## config.mk

```make
export PLATFORM = sky130hd
export DESIGN_NAME = proc_mem_ctrl
export DESIGN_NICKNAME = d
export VERILOG_FILES = /design/src/rtl/proc_mem_ctrl.sv
export SDC_FILE = /design/constraint.sdc
export NUM_CORES = 1
export LEC_CHECK = 0
export ABC_AREA = 1
export CAP_MARGIN = 15
export CORE_UTILIZATION = 43
export CTS_BUF_LIST = sky130_fd_sc_hd__clkbuf_8
export DETAILED_ROUTE_END_ITERATION = 8
export GPL_TIMING_DRIVEN = 0
export PLACE_DENSITY = 0.82
export SLEW_MARGIN = 15
export SYNTH_ARGS = -nofsm -noshare
export SYNTH_HDL_FRONTEND = slang
export SYNTH_SLANG_ARGS = --single-unit
```

## constraint.sdc

```tcl
create_clock -name clk -period 2.1 [get_ports clk]
set_input_delay 0.21 -clock clk [delete_from_list [all_inputs] [get_ports clk]]
set_output_delay 0.21 -clock clk [all_outputs]
set_load 0.02 [all_outputs]
```

## src/rtl/proc_mem_ctrl.sv

```systemverilog
// Processor-to-SRAM access controller.
// Accepts one read or write per request, runs a single SRAM strobe, waits out
// the fixed SRAM latency, then pulses mem_resp once. A request that stays high
// after completion is parked in HOLD so it never triggers a second access.
//
// state  | meaning
// -------+--------------------------------------------------------------
// IDLE   | waiting for a request with exactly one of read_req/write_req
// ACCESS | sram_ce strobe cycle, wait counter loaded with latency-1
// WAIT   | counting down the remaining SRAM latency
// RESP   | mem_resp pulse; read data already captured on entry
// HOLD   | waiting for the processor to drop its request
module proc_mem_ctrl #(
    parameter int RD_LAT = 2,
    parameter int WR_LAT = 1
) (
    input  logic        clk,
    input  logic        reset,
    input  logic        cs,
    input  logic        read_req,
    input  logic        write_req,
    input  logic [13:0] addrout,
    input  logic [15:0] datatomem,
    output logic [15:0] datafrommem,
    output logic        mem_resp,
    output logic        sram_ce,
    output logic        sram_we,
    output logic [13:0] sram_addr,
    output logic [15:0] sram_wdata,
    input  logic [15:0] sram_rdata,
    output logic        err_both
);

    typedef enum logic [2:0] {
        IDLE,
        ACCESS,
        WAIT,
        RESP,
        HOLD
    } state_t;

    localparam logic [2:0] RD_LOAD = 3'(RD_LAT - 1);
    localparam logic [2:0] WR_LOAD = 3'(WR_LAT - 1);

    state_t     state;
    state_t     state_next;
    logic [2:0] cnt;
    logic       is_wr;
    logic       accept;
    logic       both;
    logic [2:0] load_val;

    assign accept   = cs && (read_req ^ write_req);
    assign both     = cs && read_req && write_req;
    assign load_val = is_wr ? WR_LOAD : RD_LOAD;

    // State register.
    always_ff @(posedge clk or posedge reset) begin
        if (reset) begin
            state <= IDLE;
        end else begin
            state <= state_next;
        end
    end

    // Next-state decode and strobe outputs.
    always_comb begin
        state_next = state;
        sram_ce    = 1'b0;
        sram_we    = 1'b0;
        mem_resp   = 1'b0;
        case (state)
            IDLE: begin
                if (both) begin
                    state_next = HOLD;
                end else if (accept) begin
                    state_next = ACCESS;
                end
            end
            ACCESS: begin
                sram_ce    = 1'b1;
                sram_we    = is_wr;
                state_next = (load_val == 3'd0) ? RESP : WAIT;
            end
            WAIT: begin
                // cnt==1 means this cycle's decrement lands on zero.
                if (cnt <= 3'd1) begin
                    state_next = RESP;
                end
            end
            RESP: begin
                mem_resp   = 1'b1;
                state_next = HOLD;
            end
            HOLD: begin
                if (!cs || (!read_req && !write_req)) begin
                    state_next = IDLE;
                end
            end
            default: state_next = IDLE;
        endcase
    end

    // Request capture, latency counter, read data and error flag.
    always_ff @(posedge clk or posedge reset) begin
        if (reset) begin
            cnt         <= 3'd0;
            is_wr       <= 1'b0;
            sram_addr   <= 14'h0000;
            sram_wdata  <= 16'h0000;
            datafrommem <= 16'h0000;
            err_both    <= 1'b0;
        end else begin
            if (state == IDLE && accept && !both) begin
                sram_addr  <= addrout;
                sram_wdata <= datatomem;
                is_wr      <= write_req;
            end
            if (state == IDLE && both) begin
                err_both <= 1'b1;
            end
            if (state == ACCESS) begin
                cnt <= load_val;
            end else if (state == WAIT && cnt != 3'd0) begin
                cnt <= cnt - 3'd1;
            end
            // Read data is sampled on the edge that enters RESP.
            if (state != RESP && state_next == RESP && !is_wr) begin
                datafrommem <= sram_rdata;
            end
        end
    end

endmodule

```

### After elaboration in Yosys (flattened, before gate mapping)

Cells that the tools add are included.
W data, S select, Z words.

* $add $sub $neg: 1
* equality and inequality tests: 6
* muxes and demuxes: 12
* bitwise operators: 1
* reductions and logical operators: 20
* $lt $le $gt $ge: 1

Operators by type and width (number)
* $mux W3: 6
* $pmux W3 S5: 1
* $logic_and A1 B1 Y1: 10
* $eq A3 B2 Y1 const B: 3
* $logic_not A3 Y1: 2
* $logic_not A1 Y1: 5
* $mux W1: 5
* $eq A3 B1 Y1 const B: 1
* $eq A3 B3 Y1 const B: 1
* $le A3 B1 Y1 const B: 1
* $ne A3 B2 Y1 const B: 1
* $reduce_bool A3 Y1: 1
* $sub A3 B1 Y3 const B: 1
* $reduce_bool A2 Y1: 1
* $logic_or A1 B1 Y1: 1
* $xor A1 B1 Y1: 1

* register bits after elaboration: 54
* input port bits: 51

### Longest topological paths before layout

* depth after elaboration: 8
* gate-level depth with buffers: 8
* mapped depth without buffers: 7

### Worst setup path before layout

Ideal clock, no wire load.

* path type: register to output
* start point: register state[2]
* end point: output port sram_we
* stages on the path, launching flop included: 4
* setup slack: 0.799 ns
* data arrival time: 1.091 ns
* data required time: 1.890 ns
* buffers on the path: 0
* path through: dfrtp_1 > inv_1 > nand3_1 > nor2_1

* longest elaborated chain between the ends: 2

Ends and longest elaborated chain
* start: declaration: RTL line 45 `state_t state;`
* start signal: assignment: RTL line 62 `state <= state_next;`
* $eq A3 B1 Y1: RTL line 72 `case (state)`
* $mux W1: RTL line 72
* end: declaration: RTL line 27 `output logic sram_we,`

No other way between the ends.

### Worst setup path after layout

* start point: register state[2]
* end point: output port sram_ce

* longest elaborated chain between the ends: 2

Ends and longest elaborated chain
* $eq A3 B1 Y1: RTL line 72
* $mux W1: RTL line 72
* end: declaration: RTL line 26 `output logic sram_ce,`

No other way between the ends.

==> key figures <==
Setup path
  – Crit path max fanout: 10
  – R2R depth: 5
  – CP Capture Type: primary output
  – R2r setup slk: 0.62 ns
  – CP Data Required Time: 1.89 ns
  – Arrival time of the worst setup path: 1.78 ns
  – Reg2reg start: state[1]$_DFF_PP0_
  – Worst R2R End: sram_addr[13]$_DFFE_PP0P_
  – CP Launch Type: register
  – CP Class: register to primary output

Drt
  – # DRC: 0
  – Vias per cell: 4.831
  – Iter 0 DRT Violations: 96
  – Routed WL: 5.794 mm
  – First drt pass iteration count: 4
  – Routed Antenna Nets: 0
  – Drt wl/cell: 13.26 um
  – Vias: 2111

Pwr
  – Pleak: 1.740 nW
  – Power density cells: 1481 mW/mm2
  – Max VDD drop: 0.8292 mV
  – Design Power: 5.252 mW

Timing
  – Slew HR: 68.24%
  – Fmax: 502.5 MHz
  – Crit path time final: 1.990 ns
  – Max-slew violations: 0
  – RSZ-0062 raised after global routing: no
  – Worst-margin pin slew: 0.4757 ns
  – Period utilisation layout: 94.76%
  – Final setup margin: 0.1101 ns
  – Setup Viol. Count Final: 0
  – Final Hold Fails: 0
  – Layout Skew: 0.005198 ns

CTS
  – H-tree depth: 2
  – Hold buffer count at CTS: 0
  – Clock-pin slew on the worst setup and hold paths: 0.09 ns
  – Clk_lat worst skew: 0.30 ns
  – Sink Count: 54
  – Post-CTS setup buffer count: 0
  – Inserted Clock Buffers: 5
  – TritonCTS clock tree: done
  – CTS max path bufs: 2
  – Root buffer cell: clkbuf_8

GRT
  – Number of global-route vias before repair: 2037
  – First-pass GRT wire length: 8.990 mm
  – Initial antenna violation count: 0
  – Gr usage total: 20.98%
  – Global route overflow: 0
  – Largest net degree at the start of global routing: 35

Logic synthesis
  – Syn Nets: 314
  – Mapped Avg Cell Area: 8.966 um2
  – Register bit total from synthesis: 54
  – Seq/Total Area, Yosys: 58.19%
  – Async SR Flop Fraction: 100.0%
  – Post-synth EDFFs: 0
  – Syn Inst Count: 259
  – Synth Warn #: 0
  – Top_reg_cell synth: dfrtp_1
  – Cell variety after synth: 20
  – Mapped Area: 0.002322 mm2

Cells and area
  – Commonest non-fill, non-tap cell in the layout: nand2_1
  – Layout cells sized above 1: 6.540%
  – Post-route cell area: 0.003547 mm2
  – Most frequent cells in the layout: nand2_1 (104), clkdlybuf4s50_1 (99), dfrtp_1 (54), nand3_1 (36), nand4_1 (19)
  – Ant diodes: 0
  – Fin util: 69.01%
  – Final cell count without fillers: 437
  – Syn-to-layout area delta: 52.75%
  – Nets@finish: 422

Status
  – Status: complete, no violations

Place
  – Placed cell count: 430
  – RD Place Congestion: 0.7476
  – DP Area: 0.003431 mm2
  – Port-buffer cells: 100
  – Post-DP HPWL: 4.270 mm
  – Place WS: 0.01645 ns

Floorplanning
  – Die height: 75.49 um
  – Starting Density: 45.18%
  – Row count: 26
  – Core Box Area: 0.005140 mm2
  – Chip width: 75.49 um
  – Die area: 0.005699 mm2
  – # IOs: 101

Hold path
  – Hold crit path type: primary input to asynchronous set/reset pin

Run
  – Maxcap violations: 0
==> synth_stat cells (2+ instances only) <==
cell type | n | area, um2
nand4_1 | 19 | 118.9
clkbuf_1 | 4 | 15.01
dfrtp_1 | 54 | 1351
inv_1 | 14 | 52.55
nand2_1 | 104 | 390.4
nand3_1 | 37 | 185.2
buf_2 | 7 | 35.03
o21ai_0 | 3 | 15.01
ha_1 | 4 | 50.05
nor2_1 | 2 | 7.510
a21oi_1 | 2 | 10.01
==> cells by family after synthesis <==
group | Yosys count | synth area share [%]
DFF | 54 | 58.19
and+or+nand+nor | 166 | 32.33
buffers and inverters | 28 | 5.388
AOI/OAI and AO/OA | 6 | 1.562
xor gates and xnor gates | 1 | 0.3772
adders and majority gates | 4 | 2.155
==> through the flow <==
stage	setup TNS, ns	hold slack [ns]
6_report	0	0.2359
5_1_grt	0	0.2749
4_1_cts	0	0.2488
3_5_place_dp	0	0.4571
3_3_place_gp	-23.23	0.4510
2_1_floorplan	0	0.3579
==> worst max-delay path, cell delays in order, from the launching register on <==
cell	delay, ns
dfrtp_1	0.41
inv_1	0.14
nand3_2	0.21
inv_1	0.09
clkdlybuf4s50_1	0.62
==> worst max path at each step <==
| stage | from | end | slack, ns |
|---|---|---|---|
| final | state[2]$_DFF_PP0_ | sram_ce | 0.11 |
| after CTS | state[2]$_DFF_PP0_ | sram_ce | 0.11 |
| after global placement | reset | sram_addr[10]$_DFFE_PP0P_ | -0.43 |
| after detailed placement | write_req | sram_wdata[1]$_DFFE_PP0P_ | 0.02 |
| after global routing | state[2]$_DFF_PP0_ | sram_ce | 0.002 |
| after floorplan | reset | cnt[0]$_DFFE_PP0P_ | 0.58 |
==> state kept, by name (all words and copies together), names as in the netlist <==
signal       flops
cnt              3
is_wr            1
state            3
sram_wdata      16
err_both         1
sram_addr       14
datafrommem     16
==> final cells by class <==
type | count | area [um2]
Buffer | 13 | 68.82
Clock buffer | 6 | 82.58
Fill cell | 443 | 1593
Clock inverter | 1 | 30.03
Inverter | 15 | 56.30
Sequential cell | 54 | 1351
Tap cell | 70 | 87.58
Multi-Input combinational cell | 177 | 850.8
Timing Repair Buffer | 101 | 1020
==> power breakdown <==
| group | switching [mW] | total [mW] | internal [mW] |
|---|---|---|---|
| combinational | 1.54 | 2.74 | 1.20 |
| clock | 0.319 | 0.700 | 0.382 |
| sequential | 0.294 | 1.81 | 1.52 |
| total | 2.16 | 5.25 | 3.10 |
==> per-layer routing <==
layer	part of all wire (%)	wire length [um]	vias up	track usage, %
met5	0	0	-	0
li1	-	-	1053	-
met4	0.54	31	0	4.938
met1	43	2470	968	25.43
met3	7.9	458	4	6.349
met2	49	2833	86	36.81
==> what timing repair did <==
action,4_1_cts,5_1_grt
hold endpoints to repair,0,0
endpoints found under the setup margin,1,0
gates resized for setup,2,0
(Power assumes the default switching activity.)
